<file path="config.mk">
export PLATFORM = sky130hd
export DESIGN_NAME = ctrl_escritura_rtc_flat
export DESIGN_NICKNAME = d
export VERILOG_FILES = /design/src/rtl/rtc_pkg.sv /design/src/rtl/ctrl_escritura_rtc_if.sv /design/src/rtl/temporizador_fase.sv /design/src/rtl/ctrl_escritura_rtc.sv /design/src/flat_wrapper.sv
export SDC_FILE = /design/constraint.sdc
export NUM_CORES = 1
export LEC_CHECK = 0
export CAP_MARGIN = 40
export CORE_UTILIZATION = 40
export CTS_BUF_LIST = sky130_fd_sc_hd__clkbuf_8
export CTS_CLUSTER_DIAMETER = 120
export DETAILED_ROUTE_END_ITERATION = 10
export DONT_BUFFER_PORTS = 1
export GPL_ROUTABILITY_DRIVEN = 0
export SLEW_MARGIN = 0
export SYNTH_ARGS = -nofsm -noshare
export SYNTH_HDL_FRONTEND = slang
export SYNTH_SLANG_ARGS = --single-unit
</file>
<file path="constraint.sdc">
create_clock -name clk -period 1.75 [get_ports clk]
set_clock_uncertainty 0.05 [all_clocks]
set_input_delay 0.175 -clock clk [delete_from_list [all_inputs] [get_ports clk]]
set_output_delay 0.175 -clock clk [all_outputs]
set_load 0.02 [all_outputs]
</file>
<file path="src/rtl/rtc_pkg.sv">
// ============================================================================
// Module   : rtc_pkg
// Brief    : Shared state encoding and constants for the RTC bus sequencers.
// Revision : 1.0
// ============================================================================
`default_nettype none

package rtc_pkg;

    typedef enum logic [2:0] {
        ST_IDLE   = 3'd0,
        ST_SETUP  = 3'd1,
        ST_STROBE = 3'd2,
        ST_HOLD   = 3'd3,
        ST_REL    = 3'd4,
        ST_FIN    = 3'd5
    } estado_e;

    localparam int unsigned T_FASE_DEF  = 10;
    // cuentaE value at which the write decoder raises band
    localparam logic [2:0]  N_BYTES_ESC = 3'd4;

endpackage

`default_nettype wire

</file>
<file path="src/rtl/ctrl_escritura_rtc_if.sv">
// ============================================================================
// Module   : ctrl_escritura_rtc_if
// Brief    : Decoder handshake and RTC multiplexed bus of the write sequencer.
// Revision : 1.0
// ============================================================================
`default_nettype none

interface ctrl_escritura_rtc_if;
    logic       inicio;
    logic [7:0] dato_in;
    logic       band;
    logic       enE;
    logic [2:0] cuentaE;
    logic [7:0] ad_out;
    logic       ad_oe;
    logic       a_d;
    logic       cs_n;
    logic       wr_n;
    logic       rd_n;
    logic       ocupado;
    logic       fin;

    modport master (
        input  inicio, dato_in, band,
        output enE, cuentaE, ad_out, ad_oe, a_d, cs_n, wr_n, rd_n, ocupado, fin
    );

    modport slave (
        output inicio, dato_in, band,
        input  enE, cuentaE, ad_out, ad_oe, a_d, cs_n, wr_n, rd_n, ocupado, fin
    );
endinterface

`default_nettype wire

</file>
<file path="src/rtl/temporizador_fase.sv">
// ============================================================================
// Module   : temporizador_fase
// Brief    : 8-bit bus phase counter; listo_o flags the last cycle of a phase.
// Revision : 1.0
// ============================================================================
`default_nettype none

module temporizador_fase #(
    parameter int unsigned T_FASE = 10
) (
    input  wire logic clk,
    input  wire logic reset,
    input  wire logic clr_i,
    input  wire logic en_i,
    output logic      listo_o
);
    localparam logic [7:0] C_ULTIMO = 8'(T_FASE - 1);

    logic [7:0] cnt_q;
    logic [7:0] cnt_d;

    // Saturates at the terminal count so an idle phase keeps listo_o asserted
    always_comb begin
        cnt_d = cnt_q;
        if (clr_i) begin
            cnt_d = 8'd0;
        end else if (en_i && !listo_o) begin
            cnt_d = cnt_q + 8'd1;
        end
    end

    always_ff @(posedge clk) begin
        if (!reset) begin
            cnt_q <= 8'd0;
        end else begin
            cnt_q <= cnt_d;
        end
    end

    assign listo_o = (cnt_q == C_ULTIMO);
endmodule

`default_nettype wire

</file>
<file path="src/rtl/ctrl_escritura_rtc.sv">
// ============================================================================
// Module   : ctrl_escritura_rtc
// Brief    : Steps the write decoder through its bytes and drives one RTC
//            multiplexed-bus write cycle (setup/strobe/hold) per byte.
// Revision : 1.0
// ============================================================================
`default_nettype none

module ctrl_escritura_rtc
    import rtc_pkg::*;
#(
    parameter int unsigned T_FASE = T_FASE_DEF
) (
    input  wire logic             clk,
    input  wire logic             reset,
    ctrl_escritura_rtc_if.master  bus
);
    estado_e    estado_q;
    estado_e    estado_d;
    logic [2:0] cuenta_q;
    logic [2:0] cuenta_d;
    logic [7:0] ad_q;
    logic [7:0] ad_d;
    logic       listo;
    logic       cambio;

    logic w_enE;
    logic w_ad_oe;
    logic w_a_d;
    logic w_cs_n;
    logic w_wr_n;
    logic w_ocupado;
    logic w_fin;

    assign cambio = (estado_d != estado_q);

    temporizador_fase #(
        .T_FASE (T_FASE)
    ) u_fase (
        .clk     (clk),
        .reset   (reset),
        .clr_i   (cambio),
        .en_i    (1'b1),
        .listo_o (listo)
    );

    always_ff @(posedge clk) begin
        if (!reset) begin
            estado_q <= ST_IDLE;
            cuenta_q <= 3'd0;
            ad_q     <= 8'h00;
        end else begin
            estado_q <= estado_d;
            cuenta_q <= cuenta_d;
            ad_q     <= ad_d;
        end
    end

    // A band seen in SETUP means the decoder is already done: skip the strobe
    always_comb begin
        estado_d = estado_q;
        cuenta_d = cuenta_q;
        ad_d     = ad_q;
        unique case (estado_q)
            ST_IDLE: begin
                if (bus.inicio) begin
                    estado_d = ST_SETUP;
                    cuenta_d = 3'd0;
                end
            end
            ST_SETUP: begin
                ad_d = bus.dato_in;
                if (bus.band) begin
                    estado_d = ST_FIN;
                end else if (listo) begin
                    estado_d = ST_STROBE;
                end
            end
            ST_STROBE: begin
                if (listo) estado_d = ST_HOLD;
            end
            ST_HOLD: begin
                if (listo) estado_d = ST_REL;
            end
            ST_REL: begin
                cuenta_d = cuenta_q + 3'd1;
                estado_d = (cuenta_d == N_BYTES_ESC) ? ST_FIN : ST_SETUP;
            end
            ST_FIN:  estado_d = ST_IDLE;
            default: estado_d = ST_IDLE;
        endcase
    end

    always_comb begin
        w_ad_oe   = (estado_q == ST_SETUP) || (estado_q == ST_STROBE) ||
                    (estado_q == ST_HOLD);
        w_enE     = w_ad_oe || (estado_q == ST_REL);
        w_cs_n    = !w_ad_oe;
        w_wr_n    = (estado_q != ST_STROBE);
        w_a_d     = w_ad_oe && cuenta_q[0];
        w_ocupado = (estado_q != ST_IDLE);
        w_fin     = (estado_q == ST_FIN);
    end

    assign bus.enE     = w_enE;
    assign bus.cuentaE = cuenta_q;
    assign bus.ad_out  = ad_q;
    assign bus.ad_oe   = w_ad_oe;
    assign bus.a_d     = w_a_d;
    assign bus.cs_n    = w_cs_n;
    assign bus.wr_n    = w_wr_n;
    assign bus.rd_n    = 1'b1;
    assign bus.ocupado = w_ocupado;
    assign bus.fin     = w_fin;
endmodule

`default_nettype wire
</file>
<file path="src/flat_wrapper.sv">
// flat-port wrapper written by rule: the top's interface ports become plain ports
module ctrl_escritura_rtc_flat import rtc_pkg::*;
#(
    parameter int unsigned T_FASE = T_FASE_DEF
)
  (clk, reset, bus_inicio, bus_dato_in, bus_band, bus_enE, bus_cuentaE, bus_ad_out, bus_ad_oe, bus_a_d, bus_cs_n, bus_wr_n, bus_rd_n, bus_ocupado, bus_fin);
  ctrl_escritura_rtc_if bus_i ();
  input  wire logic clk;
  input  wire logic reset;
  input wire logic [$bits(bus_i.inicio)-1:0] bus_inicio;
  input wire logic [$bits(bus_i.dato_in)-1:0] bus_dato_in;
  input wire logic [$bits(bus_i.band)-1:0] bus_band;
  output wire logic [$bits(bus_i.enE)-1:0] bus_enE;
  output wire logic [$bits(bus_i.cuentaE)-1:0] bus_cuentaE;
  output wire logic [$bits(bus_i.ad_out)-1:0] bus_ad_out;
  output wire logic [$bits(bus_i.ad_oe)-1:0] bus_ad_oe;
  output wire logic [$bits(bus_i.a_d)-1:0] bus_a_d;
  output wire logic [$bits(bus_i.cs_n)-1:0] bus_cs_n;
  output wire logic [$bits(bus_i.wr_n)-1:0] bus_wr_n;
  output wire logic [$bits(bus_i.rd_n)-1:0] bus_rd_n;
  output wire logic [$bits(bus_i.ocupado)-1:0] bus_ocupado;
  output wire logic [$bits(bus_i.fin)-1:0] bus_fin;
  assign bus_i.inicio = bus_inicio;
  assign bus_i.dato_in = bus_dato_in;
  assign bus_i.band = bus_band;
  assign bus_enE = bus_i.enE;
  assign bus_cuentaE = bus_i.cuentaE;
  assign bus_ad_out = bus_i.ad_out;
  assign bus_ad_oe = bus_i.ad_oe;
  assign bus_a_d = bus_i.a_d;
  assign bus_cs_n = bus_i.cs_n;
  assign bus_wr_n = bus_i.wr_n;
  assign bus_rd_n = bus_i.rd_n;
  assign bus_ocupado = bus_i.ocupado;
  assign bus_fin = bus_i.fin;
  ctrl_escritura_rtc #(.T_FASE(T_FASE)) u_core (.clk(clk), .reset(reset), .bus(bus_i));
endmodule
</file>
After elaboration in Yosys (flattened, before gate mapping) --
Cells that the tools add are included.
Word-level totals: flip-flop bits (word level) 22, bits in latches 0, RAM bits 0, ROM bits 0, bits of input ports 12, output and inout port bits 19, word-level logic and storage cells 36, memories kept 0
Cells by class: add/subtract/negate cells 2, multiply operators 0, divide/modulo/power cells 0, order comparisons 0, eq/ne operators 10, shifts and indexed selects 0, muxes and demuxes 9, bitwise logic cells 1, reductions and logical operators 10
Operators by type and width (number):
- 3-bit 2-to-1 mux | 7
- 3-bit case mux with 5 select lines | 1
- 3-bit == test, second input constant | 3
- 8-bit by 1-bit adder with 8-bit output, second input constant | 1
- 8-bit by 4-bit == test with 1-bit output, second input constant | 1
- 3-bit by 2-bit == test with 1-bit output, second input constant | 2
- 3-bit case mux with 2 select lines | 1
- 3-bit by 1-bit adder with 3-bit output, second input constant | 1
- 3-bit by 1-bit == test with 1-bit output, second input constant | 1
- 3-bit logical NOT | 1
- 1-bit logical OR | 3
- 3-bit by 2-bit inequality test with 1-bit output, second input constant | 1
- 3-bit inequality test | 1
- 3-bit nonzero test | 1
- 2-bit inequality test, second input constant | 1
- 2-bit AND reduction | 1
- 2-bit nonzero test | 1
- 2-bit OR reduction | 1
- 1-bit logical AND | 1
- 1-bit logical NOT | 1
- 1-bit NOT | 1

Depth between registers and ports, before layout --
depth after elaboration 6, mapped depth 6, gate-level depth less buffers 5

By module --
Synthesis repeated with hierarchy kept, for this count alone.
Second synthesis, totals: cells, all modules 130, area total of the unflattened synthesis 1169.9 µm²
Modules (own cells, without submodules):
- ctrl_escritura_rtc | instances 1, cells each 83, area each 760.7 µm², seq. area each 280.3 µm²
- temporizador_fase | instances 1, cells each 47, area each 409.1 µm², seq. area each 160.2 µm²

Worst setup path before layout --
No wires, ideal clock.
path type reg2reg, start point register u_core.u_fase.cnt_q[0], end point register u_core.estado_q[1], setup time 0.116 ns, data arrival time 1.629 ns, required time 1.584 ns, setup slack -0.045 ns, stages on the path, launching flop included 6, path buffers 1, period minus slack after synthesis 1.795 ns, cells stage by stage dfxtp_1 > ha_1 > or4b_1 > buf_2 > o311a_1 > a41o_1
On the way: word-level cells in the longest chain between the ends 4, elaborated cells between the ends (all ways) 6, those cells by class eq/ne: 1; mux: 5
RTL lines:
- start: declaration | RTL line temporizador_fase.sv:19 | logic [7:0] cnt_q;
- start signal: assignment | RTL line temporizador_fase.sv:36 | cnt_q <= cnt_d;
- 8-bit by 4-bit == test with 1-bit output * | RTL line temporizador_fase.sv:40 | assign listo_o = (cnt_q == C_ULTIMO);
- 3-bit 2-to-1 mux | RTL line ctrl_escritura_rtc.sv:75 | end else if (listo) begin
- 3-bit 2-to-1 mux | RTL line ctrl_escritura_rtc.sv:73 | if (bus.band) begin
- 3-bit case mux with 5 select lines * | RTL line ctrl_escritura_rtc.sv:64 | unique case (estado_q)
- end signal: assignment | RTL line ctrl_escritura_rtc.sv:53 | estado_q <= estado_d;
- end: declaration | RTL line ctrl_escritura_rtc.sv:18 | estado_e estado_q;
Mark *: on every way between the ends. The rest lies on a longest branch, timed or not. A chain may end at the register's enable or synchronous reset.

Worst setup path in the final report --
start point register u_core.u_fase.cnt_q[1], end point register u_core.estado_q[1]
Same word-level chain as after synthesis.

==> out/metrics.csv <==
stage;metric;value;unit
outcome;status;finished, final reports clean;
global_route;antenna_found_initial;0;
synth;synth-seq-area-share;0.378;
synth;synth-edff-count;0;
setup_path;rrSetupSlack;0.1;ns
finish;area_growth;17.0;%
clock_network;path_clk_slew;0.08;ns
synth;ys_top_cells_by_area;dfxtp_1, mux2i_1, nor2b_1;
finish;antenna_cells;0;
sta;fin_crit_sh;0.944;
route;via_per_inst;5.64;
pwr;p_leak;0.521;nW
setup_path;path_buf_inv;1;
setup_path;ff2ff_path_depth;5;
route;wl_per_cell;13.8;um
clock_network;cts.htree.levels;1;
setup_path;worst-setup-path-type;flip-flop to flip-flop;
run;drv_cap;0;
clock_network;cts_tree;done;
synth;avgSynthCellArea;9.11;um2
hold_path;hold_class;input port to flip-flop;
setup_path;r2r-end;u_core.estado_q[1]$_SDFF_PN0_;
sta;worst_slew_pin_slew;0.610;ns
die;core_area;0.00276;mm2
clock_network;cts_root_buffer;clkbuf_8;
clock_network;numCtsBuffers;3;
setup_path;max_stage_delay;0.49;ns
clock_network;clkLatencyLatePin;0.26;ns
setup_path;end_kind;flip-flop;
clock_network;cts_buffer_depth;2;
synth;yosys_warnings;0;
synth;ys.flop_type;dfxtp_1;
finish;drive_above_1_share;0.194;
route;drtAntennaViolNets;0;
sta;min_period;1.65;ns
finish;final_nets;156;
die;dieArea;0.00314;mm2
sta;hold_violations;0;
sta;drv_slew;0;
setup_path;cp_num_cells;5;
setup_path;crit_chain;inv_1 > ha_1 > or4b_4 > o311a_1 > a41o_1;
die;start_util;0.423;
sta;rsz0062_at_grt;no;
synth;synth.ff_latch_count;22;
synth;synth.largest_area_cell;dfxtp_1;
die;die_x;56.0;um
setup_path;startpoint;u_core.u_fase.cnt_q[1]$_SDFFE_PP0N_;
global_route;grt_max_degree;14;
setup_path;crit_end;u_core.estado_q[1]$_SDFF_PN0_;
route;first_pass_iters;4;
route;via_count;958;
die;pin_count;31;
setup_path;cpMaxStageDelayCell;or4b_4;
setup_path;path_max_fanout;4;
pwr;power.density;884;mW/mm2
sta;fmax;0.605;GHz
synth;ys_async_sr_fraction;0;
route;drc;0;
global_route;grt_pass1_wl;3.86;mm
synth;yosysTopAreaCellShare;0.378;
pwr;ir_worst_vdd;0.000578;V
synth;syn_nets;144;
synth;synth_cell_types;43;
setup_path;r2r-start;u_core.u_fase.cnt_q[1]$_SDFFE_PP0N_;
setup_path;cp-start-kind;flip-flop;
synth;syn_inst;128;
synth;syn-cell-area;0.00117;mm2
placement;port_buffers;0;
global_route;gr-total-overflow;0;
setup_path;path_delay_family;compound AO/OA/AOI/OAI gates;
placement;dp_hpwl;1.72;mm
clock_network;cts.sinks;22;
route;drtIter0Drc;26;
global_route;grt_pass1_vias;900;
die;row_count;19;
setup_path;crit_arrival;1.76;ns
die;die_h;56.0;um
pwr;total_power;1.21;mW
setup_path;cp_data_required_time;1.86;ns
sta;setup_tns;0;ns
global_route;grt_use_total;0.154;
sta;relSlewSlack;0.590;
sta;setup_violations;0;
route;finalWirelength;2.34;mm
## per-layer routing
layer  GRT usage  up-vias  routed length, um
li1            -      480                  -
met1       0.199      453               1120
met2       0.253       21               1100
met3      0.0279        4                 93
met4      0.0627        0                 30
met5           0        -                  0
## worst min-delay path by stage
stage	endpoint	start	cells after the start	slack [ns]
6_report	u_core.bus.cuentaE[0]$_SDFFE_PN0P_	reset	1	0.005
3_5_place_dp	u_core.estado_q[2]$_SDFF_PN0_	reset	1	0.25
5_1_grt	u_core.bus.cuentaE[1]$_SDFFE_PN0P_	reset	1	0.002
4_1_cts	u_core.bus.cuentaE[1]$_SDFFE_PN0P_	reset	1	0.002
2_1_floorplan	u_core.bus.cuentaE[0]$_SDFFE_PN0P_	reset	1	0.28
3_3_place_gp	u_core.estado_q[2]$_SDFF_PN0_	reset	1	0.25
## Yosys cell counts, types with 4 or more instances
library cell / instances
dfxtp_1: 22
mux2i_1: 9
nor2b_1: 9
inv_1: 6
nand3_1: 6
o21ai_0: 6
nor3_1: 5
or3_1: 5
a21boi_0: 4
a221oi_1: 4
ha_1: 4
nor2_1: 4
## metrics by stage
stage | instance area (um2) | std cells | worst slack (ns) | hold WS, ns | util
2_1_floorplan | 1170 | 128 | 0.00485 | 0.279 | -
3_3_place_gp | 1270 | 165 | 0.0640 | 0.248 | 0.459
3_5_place_dp | 1270 | 165 | 0.00978 | 0.249 | 0.459
4_1_cts | 1350 | 170 | 0.0248 | 0.00173 | 0.490
5_1_grt | 1360 | 170 | 0.0314 | 0.00168 | 0.495
6_report | 1360 | 170 | 0.0975 | 0.00543 | 0.495
## cells by family (layout without fill, tap and decap cells)
family / after synthesis / count (layout) / share of synthesized area
AO/OA/AOI/OAI: 28 / 28 / 0.173
other: 1 / 1 / 0.00322
adder cells (fa/ha/maj): 4 / 4 / 0.0429
flip-flops: 22 / 22 / 0.378
AND/OR/NAND/NOR: 45 / 45 / 0.232
buffers and inverters: 15 / 26 / 0.0644
XOR/XNOR: 4 / 4 / 0.0300
multiplexers: 9 / 9 / 0.0773
## what timing repair did
item | CTS | global route
resized for setup | 1 | 3
pin swaps | 0 | 1
setup endpoints to repair | 1 | 3
hold buffers | 1 | 0
buffers inserted | 0 | 0
hold endpoints to repair | 10 | 0
## cell usage in the layout (no fill, tap or decap), drive strengths merged, types with 3 or more instances in the layout
cell type,synthesis,final
buf,7,15
dfxtp,22,22
or3,5,5
nor3,5,5
inv,6,6
nand3,6,6
nor2,5,5
a21boi,4,4
clkbuf,2,3
ha,4,4
a211oi,3,3
o21ai,7,7
a221oi,4,4
nor2b,9,9
mux2i,9,9
nand3b,3,3
## area by class of cell
class / count / area (um2)
repair buffers: 16 / 123
well taps: 31 / 38.8
clock buffers: 3 / 41.3
multi-input cells: 91 / 666
inverters: 6 / 22.5
clock inverters: 1 / 30.0
fillers: 272 / 1390
flip-flops and latches: 22 / 443
## flip-flops by register name, indices dropped and copies added, names as in the netlist
| signal | flops |
|---|---|
| u_core.bus.ad_out | 8 |
| u_core.u_fase.cnt_q | 8 |
| u_core.bus.cuentaE | 3 |
| u_core.estado_q | 3 |
## power breakdown
| group | internal (mW) | total, mW | leakage, nW | switching (mW) |
|---|---|---|---|---|
| combinational | 0.0764 | 0.172 | 0.305 | 0.0953 |
| sequential | 0.523 | 0.560 | 0.180 | 0.0366 |
| clock | 0.305 | 0.474 | 0.0357 | 0.169 |
| total | 0.905 | 1.21 | 0.521 | 0.301 |
No activity file was read; power rests on OpenSTA's default activity.
